### config.mk
export PLATFORM = sky130hd
export DESIGN_NAME = ncl_ring_stage
export DESIGN_NICKNAME = d
export VERILOG_FILES = /design/src/rtl/ncl_ring_pkg.sv /design/src/rtl/ncl_ring_stage.sv
export SDC_FILE = /design/constraint.sdc
export NUM_CORES = 1
export LEC_CHECK = 0
export ABC_AREA = 0
export BUFFER_PORTS_ARGS = -buffer_cell sky130_fd_sc_hd__buf_4
export CAP_MARGIN = 5
export CELL_PAD_IN_SITES_DETAIL_PLACEMENT = 1
export CELL_PAD_IN_SITES_GLOBAL_PLACEMENT = 1
export CORE_AREA = 2 2 39 41
export CTS_CLUSTER_DIAMETER = 40
export DETAILED_ROUTE_END_ITERATION = 10
export DIE_AREA = 0 0 41 43
export PLACE_DENSITY = 0.42
export RECOVER_POWER = 25
export SETUP_SLACK_MARGIN = 0.2
export SKIP_LAST_GASP = 1
export SYNTH_ARGS = -nofsm -noshare
export SYNTH_HDL_FRONTEND = slang
export SYNTH_SLANG_ARGS = --single-unit
### constraint.sdc
create_clock -name clk -period 2.23 [get_ports clk]
set_clock_uncertainty 0.1 [all_clocks]
set_input_delay 0.446 -clock clk [delete_from_list [all_inputs] [get_ports clk]]
set_output_delay 0.446 -clock clk [all_outputs]
set_load 0.05 [all_outputs]
### src/rtl/ncl_ring_pkg.sv
// Shared dual-rail NCL definitions: rail encodings, the TH22 rail update and
// the binary-to-dual-rail encoder used for reset preloads.
package ncl_ring_pkg;

  localparam logic [1:0] RAIL_NULL = 2'b00;
  localparam logic [1:0] RAIL_D0   = 2'b01;
  localparam logic [1:0] RAIL_D1   = 2'b10;

  // Widest stage the encoder supports; wider stages need this raised.
  localparam int MAX_WIDTH = 32;

  // Gated C-element: sets when input and enable agree high, clears when both
  // are low, otherwise holds.
  function automatic logic th22_next(input logic r, input logic in, input logic en);
    return (in & en) | (r & (in | en));
  endfunction

  function automatic logic [2*MAX_WIDTH-1:0] encode_dual(input logic [MAX_WIDTH-1:0] value);
    logic [2*MAX_WIDTH-1:0] v;
    v = '0;
    for (int i = 0; i < MAX_WIDTH; i++) begin
      v[2*i +: 2] = value[i] ? RAIL_D1 : RAIL_D0;
    end
    return v;
  endfunction

endpackage

### src/rtl/ncl_ring_stage.sv
// One ring stage: WIDTH gated TH22 rail pairs with a registered, hysteretic
// completion flag and a DATA/NULL reset preload.
module ncl_ring_stage
  import ncl_ring_pkg::*;
#(
  parameter int               WIDTH      = 1,
  parameter bit               INIT_DATA  = 1'b0,
  parameter logic [WIDTH-1:0] INIT_VALUE = WIDTH'(1)
) (
  input  logic               clk,
  input  logic               init,
  input  logic               run,
  input  logic [2*WIDTH-1:0] in_rails,
  input  logic               en,
  output logic [2*WIDTH-1:0] rails,
  output logic               comp
);

  localparam logic [2*MAX_WIDTH-1:0] INIT_ENC    = encode_dual(MAX_WIDTH'(INIT_VALUE));
  localparam logic [2*WIDTH-1:0]     RESET_RAILS = INIT_DATA ? INIT_ENC[2*WIDTH-1:0] : '0;

  logic [2*WIDTH-1:0] rails_nxt;
  logic               full_nxt;
  logic               empty_nxt;

  always_comb begin
    rails_nxt = '0;
    full_nxt  = 1'b1;
    for (int i = 0; i < 2*WIDTH; i++) begin
      rails_nxt[i] = th22_next(rails[i], in_rails[i], en);
    end
    for (int i = 0; i < WIDTH; i++) begin
      full_nxt = full_nxt & (rails_nxt[2*i] | rails_nxt[2*i+1]);
    end
    empty_nxt = ~|rails_nxt;
  end

  // Completion follows the new rails in the same edge, holding while the
  // stage is part-way between NULL and DATA.
  always_ff @(posedge clk or posedge init) begin
    if (init) begin
      rails <= RESET_RAILS;
      comp  <= INIT_DATA;
    end else if (run) begin
      rails <= rails_nxt;
      if (full_nxt)       comp <= 1'b1;
      else if (empty_nxt) comp <= 1'b0;
    end
  end

endmodule

Word level (Yosys, flattened, before mapping)
Cells that the tools add are included.
- equal/unequal tests: 1
- bitwise operators: 9
- muxes and demuxes: 2
- reductions and logical operators: 2
- operators by type and width (kind ; count):
    $or 1x1->1 ; 5
    $and 1x1->1 ; 4
    $mux 1 ; 2
    $ne 2x2->1 const B ; 1
    $reduce_and 2->1 ; 1
    $reduce_or 2->1 ; 1
- logic and storage cells: 16
- register bits: 3
- input bits: 6
- output and inout port bits: 3

Logic depth before layout (Yosys ltp)
Gate-level depths: netlist of the first run.
- depth in word-level cells: 6
- gate-level depth with buffers: 2
- depth with buffers taken out: 2

Least setup slack after synthesis of the first run
Ideal clock, no wire load.
- kind: flip-flop to flip-flop
- start: reg rails[1]
- end: reg comp
- period minus slack after synthesis: 1.280 ns
- path buffers: 0
- path slack: 0.950 ns
- setup time: 0.136 ns
- data required time: 1.994 ns
- arrival: 1.045 ns
- cell stages (with the launch flop): 3
- cells stage by stage: dfrtp_1 > o41ai_2 > o22ai_1
- cells in the longest elaborated chain, start to end: 5
- elaborated cells on any way between the ends: 7
- those cells by class: eq/ne (1); mux (1); bitwise (3); reduce/logical (2)
- RTL lines (item ; RTL line ; text):
    start, declared ; ncl_ring_stage.sv:15 ; output logic [2*WIDTH-1:0] rails,
    start signal, assigned ; ncl_ring_stage.sv:45 ; rails <= rails_nxt;
    $and 1x1->1 (*) ; ncl_ring_pkg.sv:15 ; return (in & en) | (r & (in | en));
    $or 1x1->1 (*) ; ncl_ring_pkg.sv:15 ;
    $or 1x1->1 or $reduce_or 2->1 (tied branches) ; ncl_ring_stage.sv:33, ncl_ring_stage.sv:35 ;
    $ne 2x2->1 (no source line) ; -- ;
    $reduce_and 2->1 (no source line) ; -- ;
    end signal, assigned ; ncl_ring_stage.sv:43 ; comp <= INIT_DATA;
    end signal, assigned ; ncl_ring_stage.sv:46 ; if (full_nxt) comp <= 1'b1;
    end signal, assigned ; ncl_ring_stage.sv:47 ; else if (empty_nxt) comp <= 1'b0;
    end, declared ; ncl_ring_stage.sv:16 ; output logic comp
Mark *: on every way between the ends. The rest lies on a longest branch, timed or not.
A chain may end at the register's enable or synchronous reset.

Worst setup path after layout of the first run
- start: reg rails[0]
- end: out rails[0]
No word-level cell between the ends.

==> parameters.txt, run 1 <==
Parameter                              Value

Setup path
  Crit path capture type ... output port
  Type of element launching the critical path ... register
  Cell family contributing the most delay on the critical path ... flip-flops
  CP bufs+invs ... 1
  Startpoint of the lowest-slack register-to-register path ... rails[0]$_DFFE_PP0P_
  Critical-path top delay cell ... sky130_fd_sc_hd__dfrtp_1
  Cells traversed along the worst timing path ... buf_4
  Data arrival at the endpoint of the critical path ... 0.90 ns
  Reg2Reg Capture Point ... comp$_DFFE_PP0P_
  Required time worst endpoint ... 1.68 ns
  Crit Path Max Fanout ... 5
  R2r setup slk ... 1.12 ns
  Category of the most critical setup path ... reg2out
  CP max stage delay ... roughly 0.43 ns
  Depth of the worst register-to-register path ... 2

Clock tree
  Number of hold buffers added after CTS ... 1
  Deepest level of the CTS H-tree ... 1
  Number of gates resized after cts ... 0
  Setup Fix Bufs, Post-CTS ... 0
  Clock Pin Slew Worst Setup and Hold Paths ... ~0.040 ns
  Root Buffer Master ... sky130_fd_sc_hd__clkbuf_4
  Clock network latency to the later pin of the worst-skew pair ... about 0.24 ns
  TritonCTS clock tree ... built
  Maximum buffer depth of the clock tree ... 2
  Number of sinks on the clock net ... 3
  Num CTS Buffers ... 3

Global routing
  Pin count of the biggest net entering global routing ... 7
  First-pass GRT wire length ... 841 um
  GRT Util Overall ... ~8.5%
  Initial antenna violation count ... 0
  Via count of the first global-routing pass ... 196
  GRT Residual Overflow ... 0

Logic synthesis
  Total number of yosys warnings ... 0
  Gate Count Post-Synth ... 15
  Net count after synthesis ... 21
  Flip-flop and latch count after synthesis ... 3
  Per-instance average area after synthesis ... between 10 and 15 um2
  Post-synth EDFFs ... 0
  Post-synth top cells ... 3 x sky130_fd_sc_hd__dfrtp_1, 3 x sky130_fd_sc_hd__inv_1, 2 x sky130_fd_sc_hd__a21oi_1, 2 x sky130_fd_sc_hd__nand2b_1, 2 x sky130_fd_sc_hd__o2bb2ai_1
  Area fraction of the dominant cell type after synthesis ... a little under half
  Sequential-to-total area share from yosys stat ... 47.6%
  Most area-hungry cell type in the Yosys netlist ... sky130_fd_sc_hd__dfrtp_1
  Post-Synthesis Cell Area ... between 150 and 200 um2
  Synth Flop Type ... sky130_fd_sc_hd__dfrtp_1
  Dominant cells by area after synthesis ... sky130_fd_sc_hd__dfrtp_1 48%, sky130_fd_sc_hd__o2bb2ai_1 11%, sky130_fd_sc_hd__o41ai_2 10%
  Async set-reset flop share out of synthesis ... 100%
  Number of different library cells in the post-synthesis netlist ... 8

Placed design
  Cell area after placement ... 238 um2
  Number of buffers added on ports ... 8
  # placed instances ... 39
  Global placement routability congestion ... ~0.55

Pwr
  Cell-internal power ... approximately 0.00015 W
  Relative contribution of sequential cells to total power ... 30.7%
  IR drop worst, VDD ... between 0.15 and 0.2 mV
  Relative contribution of the clock network to total power ... 43.0%
  P_sw ... 0.0000759 W
  Static Leakage ... roughly 0.13 nW
  Switching share of power ... about a third
  Pwr/cell area ... a little over 800 nW/um2
  Power share of the combinational group ... 26.3%

STA
  Top achievable clock speed ... 0.691 GHz
  Max-slew headroom ... a little over four fifths
  Unrepaired setup endpoints after global routing ... no
  Count of final hold-check violations ... 0
  Slew Viols, Final ... 0
  Smallest hold slack ... 0.368 ns
  Setup violation total in the final timing report ... 0
  Setup TNS ... 0 ns
  Least-Margin Pin Slew ... ~0.25 ns
  Final period utilization ... 64.9%
  Tmin final ... 1.45 ns

Detailed routing
  Via total after detailed routing ... ~180
  Detailed Route WL ... slightly below 500 um
  Number of search-and-repair iterations in the first detailed-routing pass ... 3
  Vias/cell ... about 4.2
  Routed len/inst ... between 10 and 15 um
  DRC Markers ... 0
  First DRT Iteration DRCs ... 2
  Remaining antenna violation count ... 0

Hold path
  Hold WC Path Type ... in2reg
  Endpoint of the worst hold-timing path ... comp$_DFFE_PP0P_
  Min-Delay Path Depth ... 2
  Source of the worst hold timing path ... run

Die
  Die X-Extent ... 41 um
  Die Outline Area ... about 1800 um2
  Number of top-level design ports ... 9
  Placeable core region ... around 1400 um2
  Placement Rows ... 14
  Starting density of the core ... a little under an eighth
  Vertical die dimension ... 43 um

Job
  Max_cap viols ... 0

Cells and area
  Nets ... 35
  Final design instance area without fill ... 274 um2
  Final antenna diode count ... 0
  Final-layout fill cell count ... 172
  Layout cells sized above 1 ... a little over two fifths
  Synthesis-to-finish area growth ... 73.8%
  Final Instance Count excl. Fillers ... 44

Status
  Status ... complete, no violations
-- area by class of cell --
type / instances / area, um2 / area share [%]
clock buffer: 4 / 26.3 / 9.59
timing repair buffer: 9 / 70.1 / 25.6
sequential: 3 / 75.1 / 27.4
inverter: 3 / 11.3 / 4.11
tap: 16 / 20.0 / 7.31
multi-input combinational: 9 / 71.3 / 26.0
-- metrics by stage --
| step | util, % | setup WS [ns] | total power (W) |
|---|---|---|---|
| after floorplan | - | 0.950 | 0.000104 |
| after global placement | 17.2 | 1.00 | 0.000128 |
| after detailed placement | 17.2 | 1.01 | 0.000129 |
| after CTS | 19.8 | 0.774 | 0.000231 |
| after global routing | 19.8 | 0.725 | 0.000248 |
| final | 19.8 | 0.783 | 0.000227 |
-- power by group through the flow --
| stage | combinational (W) | sequential (W) | clock [W] |
|---|---|---|---|
| 2_1_floorplan | 0.0000119 | 0.0000918 | 0 |
| 3_3_place_gp | 0.0000583 | 0.0000696 | 0 |
| 3_5_place_dp | 0.0000588 | 0.0000705 | 0 |
| 4_1_cts | 0.0000603 | 0.0000698 | 0.000101 |
| 5_1_grt | 0.0000649 | 0.0000710 | 0.000112 |
| 6_report | 0.0000597 | 0.0000695 | 0.0000976 |
-- logic make-up (layout without fill, tap and decap cells) --
family / after synthesis / in the layout / synth area share, %
DFF: 3 / 3 / 47.6
and+or+nand+nor: 2 / 2 / 7.94
buffers and inverters: 3 / 16 / 7.14
AOI/OAI and AO/OA: 7 / 7 / 37.3
-- state kept, by name (all words and copies together), names as in the netlist --
signal and count:
rails 2, comp 1
-- layer usage --
metal  wire length, um  GRT usage, %  vias to the layer above
li1                  -             -                       83
met1               192          8.12                       86
met2               194          10.0                       11
met3                62          4.71                        4
met4                34          12.0                        0
met5                 0             0                        -
-- worst max path at each step --
stage | startpoint | to | slack (ns) | depth (start not counted)
6_report | rails[0]$_DFFE_PP0P_ | rails[0] | 0.78 | 1
5_1_grt | rails[0]$_DFFE_PP0P_ | rails[0] | 0.73 | 1
4_1_cts | rails[0]$_DFFE_PP0P_ | rails[0] | 0.77 | 1
3_5_place_dp | in_rails[0] | comp$_DFFE_PP0P_ | 1.01 | 3
3_3_place_gp | in_rails[0] | comp$_DFFE_PP0P_ | 1.00 | 3
2_1_floorplan | rails[1]$_DFFE_PP0P_ | comp$_DFFE_PP0P_ | 0.95 | 2
-- layout by cell type (no fill, tap or decap) --
cell type                       netlist  routed
sky130_fd_sc_hd__a21oi_1              2       2
sky130_fd_sc_hd__clkbuf_4             0       4
sky130_fd_sc_hd__clkbuf_1             0       1
sky130_fd_sc_hd__dfrtp_1              3       3
sky130_fd_sc_hd__o41ai_2              1       1
sky130_fd_sc_hd__a221oi_1             1       1
sky130_fd_sc_hd__nand2b_1             2       2
sky130_fd_sc_hd__dlygate4sd3_1        0       1
sky130_fd_sc_hd__inv_1                3       3
sky130_fd_sc_hd__buf_4                0       7
sky130_fd_sc_hd__o22ai_1              1       1
sky130_fd_sc_hd__o2bb2ai_1            2       2
No activity file was read; power rests on OpenSTA's default activity.
==> run 2: changes to the inputs <==
==> constraint.sdc (replaced) <==
create_clock -name clk -period 1.39 [get_ports clk]
set_clock_uncertainty 0.1 [all_clocks]
set_input_delay 0.278 -clock clk [delete_from_list [all_inputs] [get_ports clk]]
set_output_delay 0.278 -clock clk [all_outputs]
set_load 0.05 [all_outputs]
==> run 2 against run 1 <==
  * First-iteration DRC count down 100%
  * Combinational power up 93%
  * Clock power up 57%
  * Sequential share of layout area down 1.8 points
  * Critical path depth unchanged
  * Flip-flop and latch count unchanged
  * Routed wire length down 2.3%
  * Utilization up 2.1 points
  * Clock-buffer cell count unchanged
==> parameters.txt, run 2 (synthesized netlist as in run 1, its figures left out) <==
Parameter                              Value

Cells and area
  Leading registers by flop count ... rails x2, comp x1
  FF+latch area ... 77.6 um2 (+3.3%)
  Final Instance Count excl. Fillers ... 46 (+4.5%)
  Max FFs per register ... 2 (unchanged)
  Total area of multi-input combinational cells ... 71.3 um2 (unchanged)
  Top library cells by usage in the layout, fill and taps aside ... 6 x sky130_fd_sc_hd__buf_4, 4 x sky130_fd_sc_hd__clkbuf_4, 3 x sky130_fd_sc_hd__inv_1, 3 x sky130_fd_sc_hd__buf_6
  Synthesis-to-finish area growth ... 92.1%
  Register with the most flip-flops ... rails
  Nets ... 37 (+5.7%)
  Layout cells sized above 1 ... 53.3% (+10 points)
  Most common cell after layout, fill and taps aside ... sky130_fd_sc_hd__buf_4
  Final antenna diode count ... 0 (unchanged)
  Final design instance area without fill ... 303 um2 (+11%)
  Final-layout fill cell count ... 170 (-1.2%)

Placed design
  Cell area after placement ... 240 um2 (+1.1%)
  # placed instances ... 39 (unchanged)
  Minimum setup slack after placement ... 0.293 ns (-0.713 ns)
  Number of buffers added on ports ... 8 (unchanged)
  Global placement routability congestion ... 0.526 (-5.0%)

STA
  Worst Slack Setup Final ... 0.183 ns (-0.600 ns)
  Count of final hold-check violations ... 0 (unchanged)
  Tmin final ... 1.21 ns
  Slew Viols, Final ... 0 (unchanged)
  Setup violation total in the final timing report ... 0 (unchanged)
  Setup TNS ... 0 ns (unchanged)
  Least-Margin Pin Slew ... 0.256 ns (+0.00516 ns)
  Top achievable clock speed ... 0.829 GHz
  Final period utilization ... about 87%
  Unrepaired setup endpoints after global routing ... yes
  Max-slew headroom ... 82.9% (-0.34 points)

Pwr
  Overall power consumption ... 0.000380 W (+68%)
  Pwr/cell area ... 1260 nW/um2 (+52%)
  Switching share of power ... 32.0% (-1.4 points)
  Relative contribution of the clock network to total power ... 40.3% (-2.7 points)
  Power share of the combinational group ... 30.2% (+3.9 points)
  Relative contribution of sequential cells to total power ... 29.5% (-1.2 points)
  IR drop worst, VDD ... 0.213 mV (+37%)
  P_sw ... 0.000122 W (+61%)
  Static Leakage ... 0.138 nW (+9.5%)
  Cell-internal power ... 0.000259 W (+71%)

Setup path
  Logic depth of the worst setup path including buffers ... 1 (unchanged)
  CP bufs+invs ... 1 (unchanged)
  Category of the most critical setup path ... reg2out
  Cells traversed along the worst timing path ... buf_6
  Cell family contributing the most delay on the critical path ... flip-flops
  Reg2Reg Capture Point ... comp$_DFFE_PP0P_
  Destination of the critical timing path ... rails[1]
  Data arrival at the endpoint of the critical path ... 0.83 ns (-0.07 ns)
  Crit Path Max Fanout ... 4 (-1)
  Type of element launching the critical path ... register
  Depth of the worst register-to-register path ... 3 (+1)
  CP max stage delay ... 0.43 ns (about the same)
  Required time worst endpoint ... 1.01 ns (-0.67 ns)
  Crit path capture type ... output port
  Critical-path top delay cell ... sky130_fd_sc_hd__dfrtp_2
  Startpoint of the lowest-slack register-to-register path ... rails[0]$_DFFE_PP0P_
  R2r setup slk ... 0.23 ns (-0.89 ns)
  Worst setup path start ... rails[1]$_DFFE_PP0P_

Hold path
  Source of the worst hold timing path ... run
  Hold WC Path Type ... in2reg

Clock tree
  Maximum buffer depth of the clock tree ... 2 (unchanged)
  Number of sinks on the clock net ... 3 (unchanged)
  Clock network latency to the later pin of the worst-skew pair ... 0.23 ns (about the same)
  TritonCTS clock tree ... built
  Clock Pin Slew Worst Setup and Hold Paths ... 0.04 ns (about the same)
  Num CTS Buffers ... 3 (unchanged)
  Deepest level of the CTS H-tree ... 1 (unchanged)
  Root Buffer Master ... sky130_fd_sc_hd__clkbuf_4

Detailed routing
  Routed len/inst ... 10.3 um (-6.5%)
  Via total after detailed routing ... 179 (-2.7%)
  Number of search-and-repair iterations in the first detailed-routing pass ... 1 (-2)
  First DRT Iteration DRCs ... 0 (-2)
  Remaining antenna violation count ... 0 (unchanged)
  DRC Markers ... 0 (unchanged)
  Vias/cell ... 3.89 (-6.9%)
  Detailed Route WL ... 472 um (-2.3%)

Die
  Placement Rows ... 14 (unchanged)
  Placeable core region ... 1380 um2 (unchanged)
  Starting density of the core ... 11.4% (unchanged)
  Vertical die dimension ... 43 um (unchanged)
  Die Outline Area ... 1760 um2 (unchanged)
  Number of top-level design ports ... 9 (unchanged)
  Die X-Extent ... 41 um (unchanged)

Global routing
  GRT Residual Overflow ... 0 (unchanged)
  Initial antenna violation count ... 0 (unchanged)
  GR Layer Usage met1 ... 9.68% (+1.6 points)
  Grt met2 use ... 9.38% (-0.63 points)
  Busiest grt layer ... met4
  Met3 usage ... 3.14% (-1.6 points)
  First-pass GRT wire length ... 855 um (+1.7%)
  GRT Util Overall ... 8.14% (-0.32 points)
  Pin count of the biggest net entering global routing ... 7 (unchanged)
  Via count of the first global-routing pass ... 204 (+4.1%)

Status
  Status ... complete, no violations

Job
  Max_cap viols ... 0 (unchanged)
==> run 2: cell types whose count changed in the layout (fill, tap and decap cells not counted), sizes merged <==
cell	change
buf	+2
==> run 2: repair_timing <==
item	CTS	global route
buffers inserted	2	0
hold buffers	1	0
hold endpoints to repair	3	0
endpoints found under the setup margin	2	4
gates resized for setup	2	1
==> run 2: through the flow <==
stage	hold slack (ns)	utilization, %
detailed placement	0.0660	17.4
global route	0.201	21.9
floorplan	-0.0685	-
global placement	0.0633	17.4
CTS	0.189	21.6
finish	0.194	21.9
==> run 2: layer usage <==
metal,share of wire (%),routed length [um]
met3,8.3,39
met4,3.0,14
met5,0,0
met2,48,225
met1,41,193
==> run 2: how the worst min path moves through the flow <==
stage	to	cells after the start	slack, ns
after global placement	comp$_DFFE_PP0P_	2	0.06
final	comp$_DFFE_PP0P_	2	0.19
after global routing	comp$_DFFE_PP0P_	2	0.20
after CTS	comp$_DFFE_PP0P_	2	0.19
after floorplan	comp$_DFFE_PP0P_	1	-0.07
after detailed placement	comp$_DFFE_PP0P_	2	0.07
==> run 2: layout make-up <==
class / instances / share of cell area (%)
sequential: 3 / 25.6
inverter: 3 / 3.72
timing repair buffer: 11 / 31.8
tap: 16 / 6.61
clock buffer: 4 / 8.68
multi-input combinational: 9 / 23.6
==> run 2: power groups by stage <==
stage / Clock (W) / Sequential (W) / Combinational (W)
2_1_floorplan: 0 / 0.000149 / 0.0000190
5_1_grt: 0.000179 / 0.000114 / 0.000125
3_5_place_dp: 0 / 0.000115 / 0.0000932
4_1_cts: 0.000161 / 0.000112 / 0.000113
3_3_place_gp: 0 / 0.000113 / 0.0000944
6_report: 0.000153 / 0.000112 / 0.000115
==> run 3: changes to the inputs <==
--- a/config.mk
+++ b/config.mk
@@ -16,7 +16,7 @@
 export DIE_AREA = 0 0 41 43
 export PLACE_DENSITY = 0.42
 export RECOVER_POWER = 25
-export SETUP_SLACK_MARGIN = 0.2
+export SETUP_SLACK_MARGIN = 0.5
 export SKIP_LAST_GASP = 1
 export SYNTH_ARGS = -nofsm -noshare
 export SYNTH_HDL_FRONTEND = slang
==> run 3 against run 2 <==
  * Sequential share of layout area down 2.5 points
  * Power up 4.7%
  * Flip-flop and latch count unchanged
  * Cell count increased by 4.3%
  * First-iteration DRC count grew 2
  * Non-clock buffer count rose by 2
  * Worst setup slack improved by 0.042 ns
  * Cell area is 11% higher
==> parameters.txt, run 3 (synthesized netlist as in run 1, its figures left out) <==
Parameter                              Value

Pwr
  Switching share of power ... 31.9% (-0.17 points)
  IR drop worst, VDD ... 0.161 mV (-24%)
  Cell-internal power ... 0.000271 W (+5.0%)
  Power share of the combinational group ... 35.1% (+4.9 points)
  P_sw ... 0.000127 W (+4.1%)
  Static Leakage ... 0.150 nW (+8.6%)
  Relative contribution of the clock network to total power ... 38.0% (-2.3 points)
  Relative contribution of sequential cells to total power ... 26.9% (-2.6 points)
  Pwr/cell area ... 1190 nW/um2 (-5.5%)

Die
  Die Outline Area ... 1760 um2 (unchanged)
  Vertical die dimension ... 43 um (unchanged)
  Placeable core region ... 1380 um2 (unchanged)
  Die X-Extent ... 41 um (unchanged)
  Number of top-level design ports ... 9 (unchanged)
  Starting density of the core ... 11.4% (unchanged)
  Placement Rows ... 14 (unchanged)

Clock tree
  TritonCTS clock tree ... built
  Maximum buffer depth of the clock tree ... 2 (unchanged)
  Root Buffer Master ... sky130_fd_sc_hd__clkbuf_4
  Num CTS Buffers ... 3 (unchanged)
  Deepest level of the CTS H-tree ... 1 (unchanged)
  Number of sinks on the clock net ... 3 (unchanged)
  Clock Pin Slew Worst Setup and Hold Paths ... 0.04 ns (about the same)
  Clock network latency to the later pin of the worst-skew pair ... 0.23 ns (about the same)

Setup path
  R2r setup slk ... 0.26 ns (+0.03 ns)
  Data arrival at the endpoint of the critical path ... 0.79 ns (-0.04 ns)
  CP bufs+invs ... 1 (unchanged)
  CP max stage delay ... 0.40 ns (-0.03 ns)
  Category of the most critical setup path ... reg2out
  Crit path capture type ... output port
  Type of element launching the critical path ... register
  Cell family contributing the most delay on the critical path ... flip-flops
  Crit Path Max Fanout ... 2 (-2)
  Reg2Reg Capture Point ... comp$_DFFE_PP0P_
  Cells traversed along the worst timing path ... buf_6
  Critical-path top delay cell ... sky130_fd_sc_hd__dfrtp_2
  Required time worst endpoint ... 1.01 ns (about the same)
  Startpoint of the lowest-slack register-to-register path ... rails[0]$_DFFE_PP0P_
  Depth of the worst register-to-register path ... 3 (unchanged)

Cells and area
  Final design instance area without fill ... 335 um2 (+11%)
  Register with the most flip-flops ... rails
  Top library cells by usage in the layout, fill and taps aside ... 7 x sky130_fd_sc_hd__buf_4, 4 x sky130_fd_sc_hd__clkbuf_4, 4 x sky130_fd_sc_hd__buf_6
  Synthesis-to-finish area growth ... 113%
  Leading registers by flop count ... rails x2, comp x1
  Most common cell after layout, fill and taps aside ... sky130_fd_sc_hd__buf_4
  Max FFs per register ... 2 (unchanged)
  Final-layout fill cell count ... 162 (-4.7%)
  Layout cells sized above 1 ... 65.6% (+12 points)
  Final antenna diode count ... 0 (unchanged)
  Nets ... 39 (+5.4%)

Detailed routing
  Number of search-and-repair iterations in the first detailed-routing pass ... 2 (+1)
  Via total after detailed routing ... 193 (+7.8%)
  Remaining antenna violation count ... 0 (unchanged)
  Vias/cell ... 4.02 (+3.3%)
  Detailed Route WL ... 473 um (+0.21%)
  DRC Markers ... 0 (unchanged)
  Routed len/inst ... 9.85 um (-4.0%)
  First DRT Iteration DRCs ... 2 (+2)

Status
  Status ... complete, no violations

Hold path
  Endpoint of the worst hold-timing path ... comp$_DFFE_PP0P_
  Source of the worst hold timing path ... run
  Min-Delay Path Depth ... 2 (unchanged)
  Hold WC Path Type ... in2reg

STA
  Setup violation total in the final timing report ... 0 (unchanged)
  Tmin final ... 1.16 ns (-0.0422 ns)
  Setup TNS ... 0 ns (unchanged)
  Top achievable clock speed ... 0.859 GHz (+3.6%)
  Unrepaired setup endpoints after global routing ... yes
  Count of final hold-check violations ... 0 (unchanged)
  Slew Viols, Final ... 0 (unchanged)
  Least-Margin Pin Slew ... 0.228 ns (-0.0283 ns)
  Final period utilization ... 83.8% (-3.0 points)
  Max-slew headroom ... 84.7% (+1.7 points)

Global routing
  Pin count of the biggest net entering global routing ... 7 (unchanged)
  GRT Residual Overflow ... 0 (unchanged)
  GRT Util Overall ... 6.32% (-1.8 points)
  Initial antenna violation count ... 0 (unchanged)
  Via count of the first global-routing pass ... 190 (-6.9%)
  First-pass GRT wire length ... 696 um (-19%)

Job
  Max_cap viols ... 0 (unchanged)

Placed design
  Number of buffers added on ports ... 8 (unchanged)
  Cell area after placement ... 250 um2 (+4.2%)
  Global placement routability congestion ... 0.681 (+30%)
  Total half-perimeter wirelength after legalization and detailed placement ... ~350 um
[run 3: changes by cell type in the layout (fill, tap and decap cells not counted)]
cell,change
sky130_fd_sc_hd__a21oi_1,-2
sky130_fd_sc_hd__a21oi_2,+2
sky130_fd_sc_hd__a221oi_1,-1
sky130_fd_sc_hd__a221oi_2,+1
sky130_fd_sc_hd__buf_4,+1
sky130_fd_sc_hd__buf_6,+1
[run 3: stage by stage]
stage               total power (W)  hold slack, ns  util (%)  setup slack, ns  instances
floorplan                  0.000171         -0.0685         -            0.265         15
global placement           0.000212          0.0575      18.1            0.311         39
detailed placement         0.000214          0.0591      18.1            0.320         39
CTS                        0.000396           0.199      23.1            0.222         47
global route               0.000419           0.209      24.2            0.205         48
finish                     0.000398           0.207      24.2            0.226         48
[run 3: timing repair]
action                     in CTS  in global routing
buffers inserted                3                  1
hold endpoints to repair        3                  0
resized for setup               3                  2
hold buffers                    1                  0
pin swaps                       1                  1
setup endpoints to repair       4                  6
[run 3: how the worst max path moves through the flow]
stage,cells after the start,to,from,slack [ns]
final,1,rails[0],rails[0]$_DFFE_PP0P_,0.23
after global routing,1,rails[0],rails[0]$_DFFE_PP0P_,0.21
after CTS,1,rails[0],rails[0]$_DFFE_PP0P_,0.22
after detailed placement,3,comp$_DFFE_PP0P_,in_rails[1],0.32
after global placement,3,comp$_DFFE_PP0P_,in_rails[1],0.31
after floorplan,2,comp$_DFFE_PP0P_,rails[0]$_DFFE_PP0P_,0.27
[run 3: cell type report]
cell class | count | area, um2 | share of cell area (%)
clock buffers | 4 | 26.3 | 7.84
inverters | 3 | 11.3 | 3.36
multi-input cells | 9 | 85.1 | 25.4
flip-flops and latches | 3 | 77.6 | 23.1
repair buffers | 13 | 115 | 34.3
well taps | 16 | 20.0 | 5.97
[run 3: routing by layer]
layer / vias up / track usage, % / share of wire [%]
met5: - / 0 / 0
met4: 0 / 8.00 / 0
met2: 8 / 7.81 / 51
met3: 0 / 1.57 / 7.4
met1: 95 / 7.37 / 42
li1: 90 / - / -
[run 3: power by group through the flow]
stage	clock [W]	sequential [W]	combinational (W)
finish	0.000151	0.000107	0.000140
detailed placement	0	0.000117	0.0000968
CTS	0.000157	0.000107	0.000132
global route	0.000161	0.000108	0.000149
global placement	0	0.000115	0.0000968
floorplan	0	0.000151	0.0000207
